`config.mk`:
```
export PLATFORM = sky130hd
export DESIGN_NAME = shift_word_pipe_flat
export DESIGN_NICKNAME = d
export VERILOG_FILES = /design/src/rtl/shift_word_pipe_if.sv /design/src/rtl/shift_word_pipe.sv /design/src/flat_wrapper.sv
export SDC_FILE = /design/constraint.sdc
export NUM_CORES = 1
export LEC_CHECK = 0
export BUFFER_PORTS_ARGS = -buffer_cell sky130_fd_sc_hd__buf_2
export CAP_MARGIN = 10
export CORE_UTILIZATION = 36
export DETAILED_ROUTE_END_ITERATION = 8
export HOLD_SLACK_MARGIN = 0.12
export PLACE_DENSITY_LB_ADDON = 0.12
export SETUP_SLACK_MARGIN = 0.2
export SKIP_CTS_REPAIR_TIMING = 1
export SYNTH_ARGS = -nofsm -noshare
export SYNTH_HDL_FRONTEND = slang
export SYNTH_SLANG_ARGS = --single-unit
```
`constraint.sdc`:
```
create_clock -name clock -period 2.8 [get_ports clock]
set_input_delay 0.14 -clock clock [delete_from_list [all_inputs] [get_ports clock]]
set_output_delay 0.14 -clock clock [all_outputs]
set_load 0.02 [all_outputs]
```
`src/rtl/shift_word_pipe_if.sv`:
```
// Issue/writeback handshake bundle for shift_word_pipe: input op channel, result channel and flush.
interface shift_word_pipe_if #(
  parameter int TAG_W = 8
);
  logic             io_flush;
  logic             io_in_valid;
  logic             io_in_ready;
  logic [2:0]       io_in_op;
  logic [63:0]      io_in_src1;
  logic [63:0]      io_in_src2;
  logic [TAG_W-1:0] io_in_tag;
  logic             io_out_valid;
  logic             io_out_ready;
  logic [63:0]      io_out_data;
  logic [TAG_W-1:0] io_out_tag;

  modport master (
    output io_flush, io_in_valid, io_in_op, io_in_src1, io_in_src2, io_in_tag, io_out_ready,
    input  io_in_ready, io_out_valid, io_out_data, io_out_tag
  );

  modport slave (
    input  io_flush, io_in_valid, io_in_op, io_in_src1, io_in_src2, io_in_tag, io_out_ready,
    output io_in_ready, io_out_valid, io_out_data, io_out_tag
  );
endinterface

```
`src/rtl/shift_word_pipe.sv`:
```
// Two-stage 32-bit word shift/rotate unit (SLLW/SRLW/SRAW/ROLW/RORW) with sign-extended 64-bit result.
// Define SHIFT_WORD_ROT_EN to build ROLW/RORW; otherwise ops 3/4 return 0 like the reserved ops.
module shift_word_pipe #(
  parameter int TAG_W = 8
) (
  input  logic           clock,
  input  logic           reset,
  shift_word_pipe_if.slave bus
);

  localparam logic [2:0] OP_SLLW = 3'd0;
  localparam logic [2:0] OP_SRLW = 3'd1;
  localparam logic [2:0] OP_SRAW = 3'd2;
`ifdef SHIFT_WORD_ROT_EN
  localparam logic [2:0] OP_ROLW = 3'd3;
  localparam logic [2:0] OP_RORW = 3'd4;
`endif

  function automatic logic [31:0] shift_w(input logic [2:0] op, input logic [31:0] x,
                                          input logic [4:0] sh);
    logic signed [31:0] xs;
    xs = $signed(x);
    case (op)
      OP_SLLW: return x << sh;
      OP_SRLW: return x >> sh;
      OP_SRAW: return $unsigned(xs >>> sh);
      default: return 32'd0;
    endcase
  endfunction

`ifdef SHIFT_WORD_ROT_EN
  function automatic logic [31:0] rotate_w(input logic [2:0] op, input logic [31:0] x,
                                           input logic [4:0] sh, input logic [4:0] rev);
    case (op)
      OP_ROLW: return (x << sh) | (x >> rev);
      OP_RORW: return (x >> sh) | (x << rev);
      default: return 32'd0;
    endcase
  endfunction
`endif

  function automatic logic [63:0] sext_w(input logic [31:0] r);
    return {{32{r[31]}}, r};
  endfunction

  logic             vld_p1;
  logic             vld_p2;
  logic             adv_p1;
  logic             adv_p2;
  logic [31:0]      x_p1;
  logic [4:0]       shamt_p1;
  logic [2:0]       op_p1;
  logic [TAG_W-1:0] tag_p1;
`ifdef SHIFT_WORD_ROT_EN
  logic [4:0]       rev_shamt_p1;
`endif
  logic [31:0]      res_p1;
  logic [63:0]      data_p2;
  logic [TAG_W-1:0] tag_p2;
  logic             unused_hi;

  assign unused_hi = ^{bus.io_in_src1[63:32], bus.io_in_src2[63:5]};

  // No skid buffer: input readiness depends combinationally on the consumer.
  assign adv_p2 = !vld_p2 || bus.io_out_ready;
  assign adv_p1 = !vld_p1 || adv_p2;

  assign bus.io_in_ready  = adv_p1;
  assign bus.io_out_valid = vld_p2;
  assign bus.io_out_data  = data_p2;
  assign bus.io_out_tag   = tag_p2;

  always_ff @(posedge clock or negedge reset) begin
    if (!reset) begin
      vld_p1 <= 1'b0;
      vld_p2 <= 1'b0;
    end else if (bus.io_flush) begin
      vld_p1 <= 1'b0;
      vld_p2 <= 1'b0;
    end else begin
      if (adv_p1) vld_p1 <= bus.io_in_valid;
      if (adv_p2) vld_p2 <= vld_p1;
    end
  end

  // Stage 1: operand capture
  always_ff @(posedge clock) begin
    if (adv_p1 && bus.io_in_valid) begin
      x_p1         <= bus.io_in_src1[31:0];
      shamt_p1     <= bus.io_in_src2[4:0];
      op_p1        <= bus.io_in_op;
      tag_p1       <= bus.io_in_tag;
`ifdef SHIFT_WORD_ROT_EN
      rev_shamt_p1 <= 5'd0 - bus.io_in_src2[4:0];
`endif
    end
  end

  always_comb begin
    res_p1 = shift_w(op_p1, x_p1, shamt_p1);
`ifdef SHIFT_WORD_ROT_EN
    if (op_p1 == OP_ROLW || op_p1 == OP_RORW)
      res_p1 = rotate_w(op_p1, x_p1, shamt_p1, rev_shamt_p1);
`endif
  end

  // Stage 2: result register; holds its value while empty or stalled
  always_ff @(posedge clock or negedge reset) begin
    if (!reset) begin
      data_p2 <= 64'd0;
      tag_p2  <= '0;
    end else if (adv_p2 && vld_p1 && !bus.io_flush) begin
      data_p2 <= sext_w(res_p1);
      tag_p2  <= tag_p1;
    end
  end

endmodule

```
`src/flat_wrapper.sv`:
```
// flat-port wrapper written by rule: the top's interface ports become plain ports
module shift_word_pipe_flat 
#(
  parameter int TAG_W = 8
)
  (clock, reset, bus_io_flush, bus_io_in_valid, bus_io_in_op, bus_io_in_src1, bus_io_in_src2, bus_io_in_tag, bus_io_out_ready, bus_io_in_ready, bus_io_out_valid, bus_io_out_data, bus_io_out_tag);
  shift_word_pipe_if #(.TAG_W(TAG_W)) bus_i ();
  input  logic clock;
  input  logic reset;
  input wire logic [$bits(bus_i.io_flush)-1:0] bus_io_flush;
  input wire logic [$bits(bus_i.io_in_valid)-1:0] bus_io_in_valid;
  input wire logic [$bits(bus_i.io_in_op)-1:0] bus_io_in_op;
  input wire logic [$bits(bus_i.io_in_src1)-1:0] bus_io_in_src1;
  input wire logic [$bits(bus_i.io_in_src2)-1:0] bus_io_in_src2;
  input wire logic [$bits(bus_i.io_in_tag)-1:0] bus_io_in_tag;
  input wire logic [$bits(bus_i.io_out_ready)-1:0] bus_io_out_ready;
  output wire logic [$bits(bus_i.io_in_ready)-1:0] bus_io_in_ready;
  output wire logic [$bits(bus_i.io_out_valid)-1:0] bus_io_out_valid;
  output wire logic [$bits(bus_i.io_out_data)-1:0] bus_io_out_data;
  output wire logic [$bits(bus_i.io_out_tag)-1:0] bus_io_out_tag;
  assign bus_i.io_flush = bus_io_flush;
  assign bus_i.io_in_valid = bus_io_in_valid;
  assign bus_i.io_in_op = bus_io_in_op;
  assign bus_i.io_in_src1 = bus_io_in_src1;
  assign bus_i.io_in_src2 = bus_io_in_src2;
  assign bus_i.io_in_tag = bus_io_in_tag;
  assign bus_i.io_out_ready = bus_io_out_ready;
  assign bus_io_in_ready = bus_i.io_in_ready;
  assign bus_io_out_valid = bus_i.io_out_valid;
  assign bus_io_out_data = bus_i.io_out_data;
  assign bus_io_out_tag = bus_i.io_out_tag;
  shift_word_pipe #(.TAG_W(TAG_W)) u_core (.clock(clock), .reset(reset), .bus(bus_i));
endmodule
```
==> results.json <==
{
  "wl_met3_um": 2130,
  "hold_path_class": "input pin to flop",
  "ir_drop_v": 0.000263,
  "p_switching_uw": 1580,
  "cts_tree": "yes",
  "critical_path.top_delay_family": "multiplexers",
  "wl_per_cell_um": 24.7,
  "synth_top_cell_by_area": "edfxtp_1",
  "powerDensity_mw_per_mm2": 468,
  "slew_headroom_pct": 36.1,
  "clkPwrFrac_pct": 28.5,
  "slew_viol_final": 0,
  "port_buffers": 126,
  "vias": 7146,
  "r2r_slack_ns": 0.29,
  "r2r-end": "u_core.bus.io_out_data[20]$_DFFE_PN0P_",
  "netlist_area_mm2": 0.00775,
  "ant_nets": 0,
  "worst_pin_slew_ns": 0.959,
  "clk_latency_ns": 0.36,
  "rsz0062_at_grt": "false",
  "holdPathEnd": "u_core.bus.io_out_valid$_DFFE_PN0P_",
  "syn_nets": 886,
  "dr.pass1.iters": 5,
  "final_common_cell": "buf_2",
  "cts-root-buf": "clkbuf_16",
  "synthCells": 742,
  "async_flop_share_pct": 46.7,
  "globalplace.congestion": 0.965,
  "holdPathStages": 4,
  "critPathBufInv": 2,
  "r2r_cells": 7,
  "wl_met1_um": 12600,
  "fmax_mhz": 399,
  "grt_max_degree": 49,
  "ys_warn_count": 0,
  "die_x_um": 149,
  "synth_top_area_share_pct": 18.6,
  "avgSynthCellArea_um2": 10.4,
  "seqPwrFrac_pct": 38.6,
  "intPower_uw": 2760,
  "outcome": "finished clean",
  "die_y_um": 149,
  "top_layer": "met4",
  "register_area_mm2": 0.00249,
  "ioPinCount": 218,
  "max_stage_delay_ns": 0.53,
  "first_iter_violations": 621,
  "fin_crit_ns": 2.51,
  "cts_made_buffers": 9,
  "multi_input_area_mm2": 0.00454,
  "start_kind": "flop",
  "power.leakage_uw": 0.00375,
  "grt_pass1_vias": 6603,
  "setup_violations": 0,
  "hold_viol_final": 0,
  "nets": 1025,
  "initial_core_util_pct": 36.8,
  "cp.arrival_ns": 2.74,
  "fin_skew_ns": 0.0111,
  "path_common_cell": "buf_12",
  "final_area_mm2": 0.00930,
  "path_class": "flop to flop",
  "cts.sinks": 90,
  "cp.depth": 7,
  "wl_um": 28700,
  "vias_per_cell": 6.16,
  "post-dp-hpwl_um": 21900,
  "clk_pin_slew_worst_paths_ns": 0.07,
  "gr-total-overflow": 0,
  "synthFlopType": "edfxtp_1",
  "n_antenna_cell": 0,
  "power_frac_comb_pct": 32.9,
  "r2r_start": "u_core.shamt_p1[0]$_DFFE_PP_",
  "switching_share_pct": 36.4,
  "crit_fanout": 31,
  "critPathSlowestCell": "mux2i_1",
  "ys_seq_area_share_pct": 32.1,
  "critPathCaptureType": "flop",
  "h-tree-depth": 3,
  "die_area_mm2": 0.0221,
  "fin_crit_sh_pct": 89.5,
  "place_area_mm2": 0.00849,
  "yosysUniqueCellTypes": 77,
  "grt_usage_pct": 26.2,
  "drc_errors": 0,
  "worstPathRequired_ns": 3.04,
  "max_cap_viol_count": 0,
  "grt_antenna_before_repair": 0,
  "met2_length_um": 13200,
  "fillers": 2111,
  "final_cell_mix": "buf_2, nand2_1, nor2_1",
  "fin_tns_setup_ns": 0,
  "core_area_mm2": 0.0211,
  "rows": 53,
  "synthToLayoutAreaGrowth_pct": 19.9,
  "synth.area.top_cells": "edfxtp_1, mux4_2, dfrtp_1",
  "path_cells": "buf_12 > buf_12 > mux2i_1 > mux4_2 > o22ai_1 > o21ai_0 > a21oi_1",
  "worstHoldStart": "bus_io_out_ready",
  "clk_path_buf_depth": 2,
  "synth-edff-count": 48,
  "drive_gt1_share_pct": 31.5,
  "grt_pass1_wl_um": 42700,
  "synth-seq-cells": 90
}
-- state kept, by name, summed over array words and instances, names as in the netlist --
signal,flops
u_core.bus.io_out_valid,1
u_core.op_p1,3
u_core.x_p1,32
u_core.bus.io_out_data,32
u_core.vld_p1,1
u_core.tag_p1,8
u_core.shamt_p1,5
u_core.bus.io_out_tag,8
-- cell usage after synthesis (7+ instances only) --
library cell   n
a22oi_1       10
a31oi_1       13
mux4_2        48
a211oi_1      12
clkbuf_8       7
a21oi_1       19
clkbuf_1      29
nand3_1       18
mux4_1         9
dfrtp_1       42
buf_2         11
nor2_1        64
nand4_1        8
o21ai_0       33
mux2i_1       60
buf_4         35
nor3_1        18
o22ai_1       23
mux2_2        22
nor2b_1       12
a221oi_1       9
edfxtp_1      48
nand2_1       75
-- per-stage QoR --
stage	instances	hold WS (ns)	worst slack, ns	power (µW)	util, %
4_1_cts	1110	-0.0620	0.212	4310	41.7
6_report	1161	0.141	0.294	4350	44.1
5_1_grt	1161	0.180	0.207	4540	44.1
3_5_place_dp	1094	0.318	0.237	3060	40.2
3_3_place_gp	1094	0.316	0.206	3060	40.2
2_1_floorplan	742	-0.156	0.358	2580	-
-- worst min-delay path: cells and delay by family --
kind | cells | cell delay, ns
buffers and inverters | 1 | 0.09
AND/OR/NAND/NOR | 3 | 0.22
-- worst max-delay path by stage --
| stage | startpoint | end |
|---|---|---|
| floorplan | u_core.bus.io_out_valid$_DFFE_PN0P_ | u_core.op_p1[0]$_DFFE_PP_ |
| global placement | u_core.shamt_p1[0]$_DFFE_PP_ | u_core.bus.io_out_data[31]$_DFFE_PN0P_ |
| detailed placement | u_core.shamt_p1[0]$_DFFE_PP_ | u_core.bus.io_out_data[31]$_DFFE_PN0P_ |
| CTS | u_core.shamt_p1[0]$_DFFE_PP_ | u_core.bus.io_out_data[31]$_DFFE_PN0P_ |
| global route | u_core.shamt_p1[0]$_DFFE_PP_ | u_core.bus.io_out_data[2]$_DFFE_PN0P_ |
| finish | u_core.shamt_p1[0]$_DFFE_PP_ | u_core.bus.io_out_data[20]$_DFFE_PN0P_ |
-- cell families (layout without fill, tap and decap cells) --
logic type | after synthesis | in the layout | share of synthesized area (%)
AND/OR/NAND/NOR | 222 | 222 | 13.3
AO/OA/AOI/OAI | 185 | 185 | 17.0
multiplexers | 139 | 139 | 27.9
buffers and inverters | 104 | 248 | 9.33
flip-flops | 90 | 90 | 32.1
XOR/XNOR | 2 | 2 | 0.226
-- metal layers --
metal	vias to the layer above	track usage, %
met1	3569	36.7
met3	49	4.34
li1	3166	-
met5	-	0
met4	0	8.47
met2	362	41.3
-- final cells by class --
class	instances	share of cell area, %
Multi-Input combinational cell	548	48.9
Sequential cell	90	26.8
Clock buffer	9	2.42
Inverter	6	0.242
Tap cell	275	3.70
Clock inverter	7	0.781
Timing Repair Buffer	226	17.2
-- power by group through the flow --
stage	registers (µW)	clock network, µW	logic, µW
floorplan	1780	0	802
global placement	1700	0	1360
detailed placement	1710	0	1360
CTS	1680	1270	1360
global route	1710	1320	1520
finish	1680	1240	1430
Power figures use the tool's default switching activity.
